[src/rtl/throw_hit_if.sv]
// Handshake/bus bundle between the throw stimulus side and throw_hit_ctl.
// The master drives the throw, position and target; the slave reports the result.
interface throw_hit_if;
  logic        throw_start;
  logic [11:0] x_pos;
  logic [11:0] y_pos;
  logic [11:0] target_x;
  logic [11:0] target_y;
  logic        score_clr;
  logic        busy;
  logic        hit;
  logic        miss;
  logic [7:0]  score;

  modport master (
    output throw_start, x_pos, y_pos, target_x, target_y, score_clr,
    input  busy, hit, miss, score
  );

  modport slave (
    input  throw_start, x_pos, y_pos, target_x, target_y, score_clr,
    output busy, hit, miss, score
  );
endinterface

[src/rtl/throw_hit_ctl.sv]
// Judges each throw as a hit on a rectangular target or a miss (ground, off-screen, timeout)
// and keeps a saturating hit score for the HUD.
//
//   state  | meaning
//   IDLE   | waiting for throw_start, target latched on acceptance
//   ARM    | 2 cycles so positions from the previous throw are never judged
//   FLIGHT | judging the registered position every cycle, timeout running
//   HIT    | one-cycle hit pulse, score bumps on exit
//   MISS   | one-cycle miss pulse
//   COOL   | HOLD_CYCLES cooldown before re-arming
module throw_hit_ctl #(
  parameter int unsigned TARGET_W    = 64,
  parameter int unsigned TARGET_H    = 32,
  parameter int unsigned GROUND_Y    = 700,
  parameter int unsigned SCREEN_W    = 1024,
  parameter int unsigned TIMEOUT     = 3000,
  parameter int unsigned HOLD_CYCLES = 16
) (
  input logic       clk,
  input logic       rst_n,
  throw_hit_if.slave bus
);

  typedef enum logic [2:0] {IDLE, ARM, FLIGHT, HIT, MISS, COOL} state_t;

  localparam int unsigned TMR_MAX = (TIMEOUT > HOLD_CYCLES) ? TIMEOUT : HOLD_CYCLES;
  localparam int          TMR_W   = $clog2(TMR_MAX + 1);
  localparam logic [TMR_W-1:0] ARM_LOAD    = TMR_W'(1);
  localparam logic [TMR_W-1:0] FLIGHT_LOAD = TMR_W'(TIMEOUT - 1);
  localparam logic [TMR_W-1:0] COOL_LOAD   = TMR_W'(HOLD_CYCLES - 1);

  state_t           state;
  logic [TMR_W-1:0] tmr;
  logic [11:0]      x_q, y_q;
  logic [11:0]      tx_l, ty_l;
  logic             in_tgt_d, out_d;
  logic             in_tgt_q, out_q;
  logic             busy_q, hit_q, miss_q;
  logic [7:0]       score_q;
  logic [12:0]      x_lo, x_hi, y_lo, y_hi;

  assign bus.busy  = busy_q;
  assign bus.hit   = hit_q;
  assign bus.miss  = miss_q;
  assign bus.score = score_q;

  // 13-bit bounds so a target parked near 4095 cannot wrap its far edge
  always_comb begin
    x_lo     = {1'b0, tx_l};
    y_lo     = {1'b0, ty_l};
    x_hi     = x_lo + 13'(TARGET_W - 1);
    y_hi     = y_lo + 13'(TARGET_H - 1);
    in_tgt_d = ({1'b0, x_q} >= x_lo) && ({1'b0, x_q} <= x_hi) &&
               ({1'b0, y_q} >= y_lo) && ({1'b0, y_q} <= y_hi);
    out_d    = ({1'b0, y_q} >= 13'(GROUND_Y)) || ({1'b0, x_q} >= 13'(SCREEN_W));
  end

  // position register plus one stage of registered verdicts: position at edge k is judged at k+2
  always_ff @(posedge clk or negedge rst_n) begin
    if (!rst_n) begin
      x_q      <= '0;
      y_q      <= '0;
      in_tgt_q <= 1'b0;
      out_q    <= 1'b0;
    end else begin
      x_q      <= bus.x_pos;
      y_q      <= bus.y_pos;
      in_tgt_q <= in_tgt_d;
      out_q    <= out_d;
    end
  end

  always_ff @(posedge clk or negedge rst_n) begin
    if (!rst_n) begin
      state   <= IDLE;
      tmr     <= '0;
      tx_l    <= '0;
      ty_l    <= '0;
      busy_q  <= 1'b0;
      hit_q   <= 1'b0;
      miss_q  <= 1'b0;
      score_q <= '0;
    end else begin
      hit_q  <= 1'b0;
      miss_q <= 1'b0;

      if (bus.score_clr)
        score_q <= '0;
      else if (state == HIT && score_q != 8'hFF)
        score_q <= score_q + 8'd1;

      case (state)
        IDLE: begin
          if (bus.throw_start) begin
            tx_l   <= bus.target_x;
            ty_l   <= bus.target_y;
            tmr    <= ARM_LOAD;
            busy_q <= 1'b1;
            state  <= ARM;
          end
        end
        ARM: begin
          if (tmr == '0) begin
            tmr   <= FLIGHT_LOAD;
            state <= FLIGHT;
          end else begin
            tmr <= tmr - TMR_W'(1);
          end
        end
        FLIGHT: begin
          // hit outranks ground/off-screen and timeout in the same cycle
          if (in_tgt_q) begin
            hit_q <= 1'b1;
            state <= HIT;
          end else if (out_q || tmr == '0) begin
            miss_q <= 1'b1;
            state  <= MISS;
          end else begin
            tmr <= tmr - TMR_W'(1);
          end
        end
        HIT, MISS: begin
          tmr   <= COOL_LOAD;
          state <= COOL;
        end
        COOL: begin
          if (tmr == '0) begin
            busy_q <= 1'b0;
            state  <= IDLE;
          end else begin
            tmr <= tmr - TMR_W'(1);
          end
        end
        default: state <= IDLE;
      endcase
    end
  end

endmodule

[src/flat_wrapper.sv]
// flat-port wrapper written by rule: the top's interface ports become plain ports
module throw_hit_ctl_flat 
#(
  parameter int unsigned TARGET_W    = 64,
  parameter int unsigned TARGET_H    = 32,
  parameter int unsigned GROUND_Y    = 700,
  parameter int unsigned SCREEN_W    = 1024,
  parameter int unsigned TIMEOUT     = 3000,
  parameter int unsigned HOLD_CYCLES = 16
)
  (clk, rst_n, bus_throw_start, bus_x_pos, bus_y_pos, bus_target_x, bus_target_y, bus_score_clr, bus_busy, bus_hit, bus_miss, bus_score);
  throw_hit_if bus_i ();
  input logic clk;
  input logic rst_n;
  input wire logic [$bits(bus_i.throw_start)-1:0] bus_throw_start;
  input wire logic [$bits(bus_i.x_pos)-1:0] bus_x_pos;
  input wire logic [$bits(bus_i.y_pos)-1:0] bus_y_pos;
  input wire logic [$bits(bus_i.target_x)-1:0] bus_target_x;
  input wire logic [$bits(bus_i.target_y)-1:0] bus_target_y;
  input wire logic [$bits(bus_i.score_clr)-1:0] bus_score_clr;
  output wire logic [$bits(bus_i.busy)-1:0] bus_busy;
  output wire logic [$bits(bus_i.hit)-1:0] bus_hit;
  output wire logic [$bits(bus_i.miss)-1:0] bus_miss;
  output wire logic [$bits(bus_i.score)-1:0] bus_score;
  assign bus_i.throw_start = bus_throw_start;
  assign bus_i.x_pos = bus_x_pos;
  assign bus_i.y_pos = bus_y_pos;
  assign bus_i.target_x = bus_target_x;
  assign bus_i.target_y = bus_target_y;
  assign bus_i.score_clr = bus_score_clr;
  assign bus_busy = bus_i.busy;
  assign bus_hit = bus_i.hit;
  assign bus_miss = bus_i.miss;
  assign bus_score = bus_i.score;
  throw_hit_ctl #(.TARGET_W(TARGET_W), .TARGET_H(TARGET_H), .GROUND_Y(GROUND_Y), .SCREEN_W(SCREEN_W), .TIMEOUT(TIMEOUT), .HOLD_CYCLES(HOLD_CYCLES)) u_core (.clk(clk), .rst_n(rst_n), .bus(bus_i));
endmodule
[config.mk]
export PLATFORM = sky130hd
export DESIGN_NAME = throw_hit_ctl_flat
export DESIGN_NICKNAME = d
export VERILOG_FILES = /design/src/rtl/throw_hit_if.sv /design/src/rtl/throw_hit_ctl.sv /design/src/flat_wrapper.sv
export SDC_FILE = /design/constraint.sdc
export NUM_CORES = 1
export LEC_CHECK = 0
export ABC_AREA = 1
export BUFFER_PORTS_ARGS = -buffer_cell sky130_fd_sc_hd__buf_4
export CELL_PAD_IN_SITES_DETAIL_PLACEMENT = 1
export CELL_PAD_IN_SITES_GLOBAL_PLACEMENT = 1
export CORE_MARGIN = 3
export CORE_UTILIZATION = 34
export CTS_CLUSTER_DIAMETER = 100
export DETAILED_ROUTE_END_ITERATION = 8
export PLACE_DENSITY_LB_ADDON = 0.2
export SLEW_MARGIN = 20
export SYNTH_ARGS = -nofsm -noshare
export SYNTH_HDL_FRONTEND = slang
export SYNTH_SLANG_ARGS = --single-unit
[constraint.sdc]
create_clock -name clk -period 6.27 [get_ports clk]
set_input_delay 0.627 -clock clk [delete_from_list [all_inputs] [get_ports clk]]
set_output_delay 0.627 -clock clk [all_outputs]
set_load 0.05 [all_outputs]
==> metrics.cfg <==
[timing]
rsz0062_at_grt=no
fin_ws_ns=3.78
max-slew-margin-rel_pct=32.6
setup_tns_ns=0
hold_viol_final=0
fmax_ghz=0.402
final.period_utilization_pct=39.7
finalSetupViolCount=0
worst_pin_slew_ns=1.01
skew_ns=0.00857
drv_slew=0
finalCriticalPeriod_ns=2.49
hold_ws_ns=0.315

[global_route]
grt_pass1_wl_um=21900
grt_use_total_pct=17.2
grt_max_degree=77
grt_antenna_before_repair=0
overflow=0
grt_pass1_vias=4557

[power_and_ir_drop]
leakage_nw=3.10
vdd_drop_max_mv=0.223
p_per_area_mw_per_mm2=446

[clocking]
cts_setup_buffers=0
clock-sinks=76
clock_latency_ns=0.35
clock_path_buffers=2
cts_hold_buf=0
cts_root_buf=clkbuf_16
cts_max_level=3
numCtsBuffers=9
clk_pin_slew_ns=0.06
cts_resized=0
cts_tree=done

[layout]
final_cell_mix=nand2_1 (154), nor2_1 (87), inv_1 (81)
nNetsFinal=792
diodes=0
layout_commonest_cell=nand2_1
post-route-util_pct=42.7
drive_gt1_share_pct=12.4
final_cell_area_mm2=0.00576
area_growth_pct=20.5
fillCellCount=1652

[place]
post-place-ws_ns=3.81
portBuffers=62
hpwl_um=9520
gp_congestion=0.830
dpl_cell_area_mm2=0.00543

[setup_path]
timing.rr.start=u_core.tx_l[0]
r2r_setup_slack_ns=3.78
r2r-end=u_core.in_tgt_q
cp-end-kind=register
crit_type=register to register
crit_fanout=5
required_ns=6.51
start_kind=register
ff2ff_path_depth=15
cp.arrival_ns=2.73

[die]
die_w_um=125
dieArea_mm2=0.0155
core_area_mm2=0.0135
rows=42
initial_utilization_pct=35.4
ios=63
fp.dieH_um=125

[yosys]
synth_cells=623
syn_avg_cell_area_um2=7.67
syn-cell-area_mm2=0.00478
synth_cell_types=32
syn_nets=727
synth-seq-cells=76
ys_warn_count=0
yosysSeqAreaShare_pct=39.8

[detailed_routing]
post_drt_via_cell_ratio=4.84
vias=4202
wl_per_cell_um=14.6
drc=0
drtIter0Drc=116
wirelength_um=12700
ant_nets=0
firstDrtPassIters=4

[job]
drv_cap=0

[outcome]
outcome=finished clean

[hold_path]
worst_hold_path_type=input port to async pin

==> area by class of cell <==
type / count / area [µm²] / share of cell area (%)
timing repair buffer: 62 / 469 / 8.14
tap: 176 / 220 / 3.82
sequential: 76 / 1900 / 33.0
clock inverter: 5 / 83.8 / 1.45
inverter: 82 / 308 / 5.34
clock buffer: 11 / 243 / 4.21
multi-input combinational: 457 / 2540 / 44.0
==> stage by stage <==
stage	total power (W)	cells
2_1_floorplan	0.00165	623
3_3_place_gp	0.00194	853
3_5_place_dp	0.00199	853
4_1_cts	0.00261	869
5_1_grt	0.00285	869
6_report	0.00257	869
==> synthesized netlist by cell type (all sizes together) <==
library cell / instances / area [µm²]
xnor2: 3 / 26.3
nand3: 33 / 165
a21o: 2 / 15.0
and2: 2 / 12.5
and3: 1 / 6.26
inv: 82 / 308
nand2: 157 / 597
nor3: 9 / 45.0
nor4: 1 / 6.26
nand4: 8 / 50.1
o21bai: 2 / 15.0
a21oi: 47 / 235
o21ai: 22 / 110
xor2: 21 / 184
clkbuf: 4 / 15.0
buf: 4 / 25.0
ha: 52 / 651
o22ai: 1 / 6.26
a31oi: 1 / 6.26
dfrtp: 76 / 1900
nor3b: 1 / 7.51
a22oi: 1 / 7.51
nor2: 90 / 350
nand3b: 3 / 35.0
==> cell families after synthesis <==
| kind of cell | count (synthesis) | synth area share, % |
|---|---|---|
| flip-flops | 76 | 39.8 |
| AO/OA/AOI/OAI | 76 | 8.27 |
| adder cells (fa/ha/maj) | 52 | 13.6 |
| AND/OR/NAND/NOR | 305 | 26.7 |
| XOR/XNOR | 24 | 4.40 |
| buffers and inverters | 90 | 7.28 |
==> power by group <==
group / internal [W] / total [W] / switching (W)
clock: 0.000361 / 0.000587 / 0.000225
sequential: 0.000611 / 0.000719 / 0.000108
combinational: 0.000465 / 0.00126 / 0.000797
total: 0.00144 / 0.00257 / 0.00113
==> per-layer routing <==
layer / wire length [µm] / up-vias / part of all wire, % / track usage (%)
met5: 0 / - / 0 / 0
met4: 190 / 0 / 1.5 / 5.03
met3: 369 / 12 / 2.9 / 4.03
met2: 6150 / 50 / 48 / 29.0
met1: 6010 / 2020 / 47 / 21.8
li1: - / 2120 / - / -
==> state kept, by name (all words and copies together) (netlist names) <==
signal,flops
u_core.tx_l,12
u_core.ty_l,12
u_core.bus.score,8
u_core.tmr,12
u_core.bus.hit,1
u_core.y_q,12
u_core.bus.busy,1
u_core.state,3
u_core.out_q,1
u_core.in_tgt_q,1
u_core.bus.miss,1
u_core.x_q,12
==> worst max-delay path: stages, from the launching register on <==
cell and delay [ns]:
dfrtp_1 0.37, inv_1 0.11, ha_1 0.27, nand3_1 0.10, nor2_1 0.08, nor3_1 0.27, nand3_1 0.13, xor2_1 0.17
ha_1 0.29, and3_1 0.18, nand2_1 0.09, nor2_1 0.04, nor2_1 0.11, nand2_1 0.06, nand3_1 0.06, nor2_1 0.04
==> worst max-delay path by stage <==
stage                              start  cells after the start  slack [ns]         endpoint
final                     u_core.tx_l[0]                     15        3.78  u_core.in_tgt_q
after CTS                 u_core.tx_l[0]                     15        3.77  u_core.in_tgt_q
after floorplan           u_core.tx_l[0]                     15        4.11  u_core.in_tgt_q
after global routing      u_core.tx_l[0]                     15        3.50  u_core.in_tgt_q
after detailed placement  u_core.tx_l[0]                     15        3.81  u_core.in_tgt_q
after global placement    u_core.tx_l[0]                     16        3.96  u_core.in_tgt_q
Note: power is estimated with default switching activity, not from simulation.
